## src/rtl/uart_rx_if.sv

```systemverilog
// rtl/uart_rx_if.sv - wfifo write port and receive status bundle for uart_rx
interface uart_rx_if;
  logic       wfifo_wr_en;
  logic [7:0] wfifo_wr_data;
  logic       wfifo_full;
  logic       rx_busy;
  logic       frame_err;
  logic       overrun;

  modport master (
    output wfifo_wr_en, wfifo_wr_data, rx_busy, frame_err, overrun,
    input  wfifo_full
  );

  modport slave (
    input  wfifo_wr_en, wfifo_wr_data, rx_busy, frame_err, overrun,
    output wfifo_full
  );
endinterface

```

## src/rtl/uart_rx.sv

```systemverilog
// rtl/uart_rx.sv - 8N1 serial receiver feeding the SDRAM write-side FIFO
module uart_rx #(
  parameter int BAUD_END = 5208,
  parameter int BAUD_MID = BAUD_END / 2,
  parameter int CNT1_END = 10
) (
  input  logic      clk,
  input  logic      rst,
  input  logic      rs232_rx,
  uart_rx_if.master bus
);

  typedef enum logic [1:0] {IDLE, START, DATA, STOP} state_t;

  state_t      state, next_state;
  logic        rx_r1, rx_r2, rx_r3;
  logic [12:0] cnt0;
  logic [3:0]  cnt1;
  logic [7:0]  shreg;
  logic        fall, sample, wrap;
  logic        do_shift, do_write, do_ferr, do_ovr;

  assign fall   = rx_r3 & ~rx_r2;
  assign sample = (cnt0 == 13'(BAUD_MID - 1));
  assign wrap   = (cnt0 == 13'(BAUD_END - 1));

  always_ff @(posedge clk) begin
    if (rst) state <= IDLE;
    else     state <= next_state;
  end

  always_comb begin
    next_state = state;
    case (state)
      IDLE:  if (fall) next_state = START;
      START: begin
        if (sample && rx_r2)  next_state = IDLE;
        else if (wrap)        next_state = DATA;
      end
      DATA:  if (wrap && cnt1 == 4'(CNT1_END - 2)) next_state = STOP;
      STOP:  if (sample) next_state = IDLE;
      default: next_state = IDLE;
    endcase
  end

  // Stop bit resolves at its sample point so the next start edge is never missed
  always_comb begin
    do_shift = 1'b0;
    do_write = 1'b0;
    do_ferr  = 1'b0;
    do_ovr   = 1'b0;
    case (state)
      DATA: do_shift = sample;
      STOP: begin
        if (sample) begin
          if (!rx_r2)                 do_ferr  = 1'b1;
          else if (bus.wfifo_full)    do_ovr   = 1'b1;
          else                        do_write = 1'b1;
        end
      end
      default: ;
    endcase
  end

  always_ff @(posedge clk) begin
    if (rst) begin
      rx_r1             <= 1'b1;
      rx_r2             <= 1'b1;
      rx_r3             <= 1'b1;
      cnt0              <= '0;
      cnt1              <= '0;
      shreg             <= '0;
      bus.wfifo_wr_en   <= 1'b0;
      bus.wfifo_wr_data <= 8'h00;
      bus.rx_busy       <= 1'b0;
      bus.frame_err     <= 1'b0;
      bus.overrun       <= 1'b0;
    end else begin
      rx_r1 <= rs232_rx;
      rx_r2 <= rx_r1;
      rx_r3 <= rx_r2;
      if (state == IDLE) begin
        cnt0 <= '0;
        cnt1 <= '0;
      end else if (wrap) begin
        cnt0 <= '0;
        cnt1 <= cnt1 + 4'd1;
      end else begin
        cnt0 <= cnt0 + 13'd1;
      end
      // Data bit k (cnt1=k, 1..8) lands in shreg[k-1]; 3-bit wrap maps 8 to 7
      if (do_shift) shreg[cnt1[2:0] - 3'd1] <= rx_r2;
      bus.wfifo_wr_en <= do_write;
      if (do_write) bus.wfifo_wr_data <= shreg;
      bus.frame_err   <= do_ferr;
      bus.overrun     <= do_ovr;
      bus.rx_busy     <= (state != IDLE);
    end
  end

endmodule

```

## src/flat_wrapper.sv

```systemverilog
// flat-port wrapper written by rule: the top's interface ports become plain ports
module uart_rx_flat 
#(
  parameter int BAUD_END = 5208,
  parameter int BAUD_MID = BAUD_END / 2,
  parameter int CNT1_END = 10
)
  (clk, rst, rs232_rx, bus_wfifo_wr_en, bus_wfifo_wr_data, bus_rx_busy, bus_frame_err, bus_overrun, bus_wfifo_full);
  uart_rx_if bus_i ();
  input  logic clk;
  input  logic rst;
  input  logic rs232_rx;
  output wire logic [$bits(bus_i.wfifo_wr_en)-1:0] bus_wfifo_wr_en;
  output wire logic [$bits(bus_i.wfifo_wr_data)-1:0] bus_wfifo_wr_data;
  output wire logic [$bits(bus_i.rx_busy)-1:0] bus_rx_busy;
  output wire logic [$bits(bus_i.frame_err)-1:0] bus_frame_err;
  output wire logic [$bits(bus_i.overrun)-1:0] bus_overrun;
  input wire logic [$bits(bus_i.wfifo_full)-1:0] bus_wfifo_full;
  assign bus_wfifo_wr_en = bus_i.wfifo_wr_en;
  assign bus_wfifo_wr_data = bus_i.wfifo_wr_data;
  assign bus_rx_busy = bus_i.rx_busy;
  assign bus_frame_err = bus_i.frame_err;
  assign bus_overrun = bus_i.overrun;
  assign bus_i.wfifo_full = bus_wfifo_full;
  uart_rx #(.BAUD_END(BAUD_END), .BAUD_MID(BAUD_MID), .CNT1_END(CNT1_END)) u_core (.clk(clk), .rst(rst), .rs232_rx(rs232_rx), .bus(bus_i));
endmodule
```

## config.mk

```make
export PLATFORM = sky130hd
export DESIGN_NAME = uart_rx_flat
export DESIGN_NICKNAME = d
export VERILOG_FILES = /design/src/rtl/uart_rx_if.sv /design/src/rtl/uart_rx.sv /design/src/flat_wrapper.sv
export SDC_FILE = /design/constraint.sdc
export NUM_CORES = 1
export LEC_CHECK = 0
export CORE_ASPECT_RATIO = 1.5
export CORE_MARGIN = 3
export CORE_UTILIZATION = 56
export CTS_CLUSTER_SIZE = 20
export DETAILED_ROUTE_END_ITERATION = 7
export PLACE_DENSITY = 0.77
export SLEW_MARGIN = 15
export SYNTH_ARGS = -nofsm -noshare
export SYNTH_HDL_FRONTEND = slang
export SYNTH_SLANG_ARGS = --single-unit
```

## constraint.sdc

```tcl
create_clock -name clk -period 1.85 [get_ports clk]
set_input_delay 0.555 -clock clk [delete_from_list [all_inputs] [get_ports clk]]
set_output_delay 0.555 -clock clk [all_outputs]
set_load 0.03 [all_outputs]
```

Word-level counts from Yosys, hierarchy flattened
Index checks and enable logic that the tools add are counted.
{"block": "word_totals", "regBits": 42, "inputBits": 4, "out_inout_bits": 12, "wordCells": 57}
{"block": "op_classes", "add_sub_neg": 3, "n_lt_le_gt_ge": 2, "n_eq_ne": 10, "muxes": 16, "bitwise_logic": 4, "reduce_logical": 10}
{"operator": "$add 13x1->13 const B", "n": 1}
{"operator": "$eq 13x12->1 const B", "n": 1}
{"operator": "$eq 13x13->1 const B", "n": 1}
{"operator": "$mux 2", "n": 5}
{"operator": "$bwmux 8", "n": 1}
{"operator": "$mux 1", "n": 8}
{"operator": "$pmux 2 s4", "n": 1}
{"operator": "$ne 2x1->1 const B", "n": 3}
{"operator": "$reduce_or 3->1", "n": 2}
{"operator": "$add 4x1->4 const B", "n": 1}
{"operator": "$eq 2x2->1 const B", "n": 2}
{"operator": "$eq 4x4->1 const B", "n": 1}
{"operator": "$lt 3x4->1 const B", "n": 1}
{"operator": "$reduce_and 4->1", "n": 1}
{"operator": "$reduce_or 4->1", "n": 1}
{"operator": "$demux 1 s3", "n": 1}
{"operator": "$ge 3x1->1 const B", "n": 1}
{"operator": "$logic_and 1x1->1", "n": 3}
{"operator": "$ne 3x1->1 const B", "n": 1}
{"operator": "$not 1->1", "n": 3}
{"operator": "$sub 3x1->3 const B", "n": 1}
{"operator": "$eq 2x1->1 const B", "n": 1}
{"operator": "$logic_not 2->1", "n": 1}
{"operator": "$reduce_bool 2->1", "n": 1}
{"operator": "2 further kinds", "n": 2}

Depth between registers and ports, before layout
{"block": "logic_depth", "depth_word": 6, "mapped_depth": 6, "ltp_nobuf": 6}

Least setup slack after synthesis
No wires, ideal clock.
{"block": "synth_timing", "kind": "register to register", "from": "register u_core.cnt0[0]", "to": "register u_core.bus.wfifo_wr_data[0]", "setup_ns": 0.072, "t_arrival_ns": 1.635, "required_time_ns": 1.778, "slack_ns": 0.143, "path_stages_with_launch": 6, "n_path_buf": 0, "period_less_slack_ns": 1.707, "path_cell_list": "dfxtp_1 > ha_1 > and4bb_2 > nand4_4 > nor3_4 > mux2i_1"}
{"block": "synth_between", "elab_chain_cells": 3}
{"element": "from (decl)", "line_no": "uart_rx.sv:17", "rtl": "logic [12:0] cnt0;"}
{"element": "from (signal assigned)", "line_no": "uart_rx.sv:89", "rtl": "cnt0 <= cnt0 + 13'd1;"}
{"element": "$eq 13x12->1", "line_no": "uart_rx.sv:24", "rtl": "assign sample = (cnt0 == 13'(BAUD_MID - 1));"}
{"element": "$mux 1", "line_no": "uart_rx.sv:55", "rtl": "if (sample) begin"}
{"element": "$mux 1", "line_no": "uart_rx.sv:52", "rtl": "case (state)"}
{"element": "to (signal assigned)", "line_no": "uart_rx.sv:94", "rtl": "if (do_write) bus.wfifo_wr_data <= shreg;"}
{"element": "to (decl)", "line_no": "uart_rx_if.sv:11", "rtl": "output wfifo_wr_en, wfifo_wr_data, rx_busy, frame_err, overrun,"}
Every way passes these cells.
A chain may end at the register's enable or synchronous reset.

Worst setup path in the final report
{"block": "layout_timing", "from": "register u_core.cnt0[1]", "to": "register u_core.bus.wfifo_wr_data[4]"}
Same word-level chain as after synthesis.

==> results.sh <==
export IMPL_status="finished, final reports clean"
export IMPL_clkTransAtPathRegs_ns=0.07
export IMPL_fin_skew_ns=0.006828
export IMPL_reg2reg_depth=6
export IMPL_fillers=265
export IMPL_start_kind="register"
export IMPL_synth_common_cells="dfxtp_1 (42), nor2_1 (26), mux2i_1 (17)"
export IMPL_cts_made_buffers=5
export IMPL_io_pins=16
export IMPL_via_per_inst=5.379
export IMPL_drt_iter0_drc=32
export IMPL_place_inst=248
export IMPL_wl_um=3772
export IMPL_postCtsHoldBufs=0
export IMPL_dr_pass1_iters=4
export IMPL_cts_max_path_buffers=2
export IMPL_core_rowCount=25
export IMPL_netlist_area_sq_mm=0.001909
export IMPL_crit_required_ns=2.07
export IMPL_cts_setup_buffers=0
export IMPL_fin_crit_sh_pct=91.99
export IMPL_grt_pass1_wl_um=6465
export IMPL_cp_max_fo=8
export IMPL_place_hpwl_um=2731
export IMPL_synthCells=193
export IMPL_syn_avg_cell_area_sq_um=9.893
export IMPL_cts_root_buf="clkbuf_8"
export IMPL_ys_seq_area_share_pct=44.04
export IMPL_die_area_sq_mm=0.004161
export IMPL_ys_dominant_reg_cell="dfxtp_1"
export IMPL_async_flop_share_pct=0
export IMPL_final_max_slew_viol_count=0
export IMPL_cts_num_sinks=42
export IMPL_worst_slew_pin_slew_ns=0.4324
export IMPL_place_area_sq_mm=0.002128
export IMPL_stdcell_count=256
export IMPL_yosys_warnings=0
export IMPL_grt_max_degree=17
export IMPL_route_detailed_drc=0
export IMPL_syn_nets=201
export IMPL_antenna_cells=0
export IMPL_cts_tree="yes"
export IMPL_first_global_vias=1464
export IMPL_io_buffer_count=15
export IMPL_grt_setup_unrepaired="false"
export IMPL_slew_headroom_pct=70.90
export IMPL_finalSetupViolations=0
export IMPL_antenna_found_initial=0
export IMPL_ant_nets=0
export IMPL_hold_path_depth=1
export IMPL_fin_tns_setup_ns=0
export IMPL_fin_area_sq_mm=0.002233
export IMPL_vias=1377
export IMPL_ys_types=35
export IMPL_yosys_register_bits=42
export IMPL_hold_viol=0
export IMPL_final_layout_size_suffix_gt1_share_pct=19.44
export IMPL_die_h_um=77.52
export IMPL_hold_path_class="register to register"
export IMPL_critical_path_class="register to register"
export IMPL_utilization_pct=69.32
export IMPL_ir_drop_v=0.0006289
export IMPL_htree_levels=2
export IMPL_max_freq_ghz=0.5876
export IMPL_core_sq_mm=0.003222
export IMPL_power_per_cell_area_mw_per_mm2=690.1
export IMPL_grt_use_total_pct=20.97
export IMPL_fin_crit_ns=1.702
export IMPL_clk_latency_ns=0.29
export IMPL_cts_resized_gates=8
export IMPL_fin_ws_ns=0.1483
export IMPL_dpl_worst_slack_ns=-0.08563
export IMPL_die_width_um=53.68
export IMPL_critPathCaptureType="register"
export IMPL_floorplan_initialDensity_pct=59.26
export IMPL_synth_edff_count=0
export IMPL_synth_area_leaders="dfxtp_1 (44%), mux2i_1 (8.9%), or2b_2 (6.9%)"
export IMPL_final_nets=223
export IMPL_grt_ovfl_total=0
export IMPL_cap_violations=0
export IMPL_yosysTopAreaCell="dfxtp_1"
export IMPL_gp_congestion=0.8281
export IMPL_synthToLayoutAreaGrowth_pct=16.97
export IMPL_leakage_uw=0.0008630
export IMPL_yosysMostFrequentCell="dfxtp_1"
export IMPL_avgRoutedWirePerCell_um=14.73
export IMPL_synth_top_cell_area_share_pct=44.04
export IMPL_critPathArrivalTime_ns=1.92
==> metrics by stage <==
step	total power (uW)	hold slack, ns
floorplan	954.4	0.3895
global placement	970.7	0.3926
detailed placement	972.1	0.3986
CTS	1563	0.4190
global route	1610	0.4219
finish	1541	0.4169
==> worst max-delay path, stage by stage, from the launching register on <==
cell      delay, ns
dfxtp_1        0.40
ha_4           0.18
and4bb_2       0.29
nand4_4        0.16
nor3_4         0.23
buf_12         0.16
mux2i_1        0.19
==> logic make-up (layout without fill, tap and decap cells) <==
logic type                 count (synthesis)  after routing  share of synthesized area, %
and+or+nand+nor                           95             95                         31.91
DFF                                       42             42                         44.04
muxes                                     17             17                         8.912
xor gates and xnor gates                  15             15                         6.880
buffers and inverters                     14             37                         3.801
AOI/OAI and AO/OA                          6              6                         1.835
adders and majority gates                  4              4                         2.621
==> path summary, 6_finish.rpt <==
path / end / startpoint / slack [ns]
setup / recovery: u_core.bus.wfifo_wr_data[4] / u_core.cnt0[1] / 0.15
hold reg to reg: u_core.rx_r2 / u_core.rx_r1 / 0.42
setup reg to reg: u_core.bus.wfifo_wr_data[4] / u_core.cnt0[1] / 0.15
hold / removal: u_core.rx_r2 / u_core.rx_r1 / 0.42
==> state kept, by name, indices dropped and copies added (netlist names), named ones only <==
register and cells:
u_core.bus.wfifo_wr_data 8, u_core.bus.rx_busy 1, u_core.rx_r1 1, u_core.bus.overrun 1, u_core.shreg 8, u_core.state 1, u_core.cnt1 4, u_core.cnt0 13
u_core.bus.wfifo_wr_en 1, u_core.bus.frame_err 1, u_core.rx_r2 1, u_core.rx_r3 1
==> area by class of cell <==
type                       count  area (sq um)  share of cell area [%]
timing repair buffer          22         215.2                   9.636
multi-input combinational    137          1008                   45.15
clock buffer                   7         86.33                   3.866
tap                           40         50.05                   2.241
sequential                    42         842.1                   37.70
clock inverter                 1         5.005                  0.2241
inverter                       7         26.28                   1.176
==> report_power, final <==
group          switching, uW  internal (uW)  total, uW
registers               5.09            909        914
clock network            289            301        589
logic                   20.6           17.5       38.1
total                    314           1230       1540
==> metal layers <==
metal,up-vias,GRT usage (%),wire length [um]
met2,19,36.77,2127
li1,696,-,-
met1,651,21.81,1453
met3,11,5.374,96
met5,-,0,0
met4,0,10.23,95
==> cells in the final DEF (no fill, tap or decap), drive strengths merged, types with 7 or more instances in the layout <==
master,count
nor2,26
buf,7
nand2,9
inv,7
xnor2,10
or2b,15
dlygate4sd2,8
nand4,8
mux2i,17
dfxtp,42
clkbuf,7
Note: power is estimated with default switching activity, not from simulation.
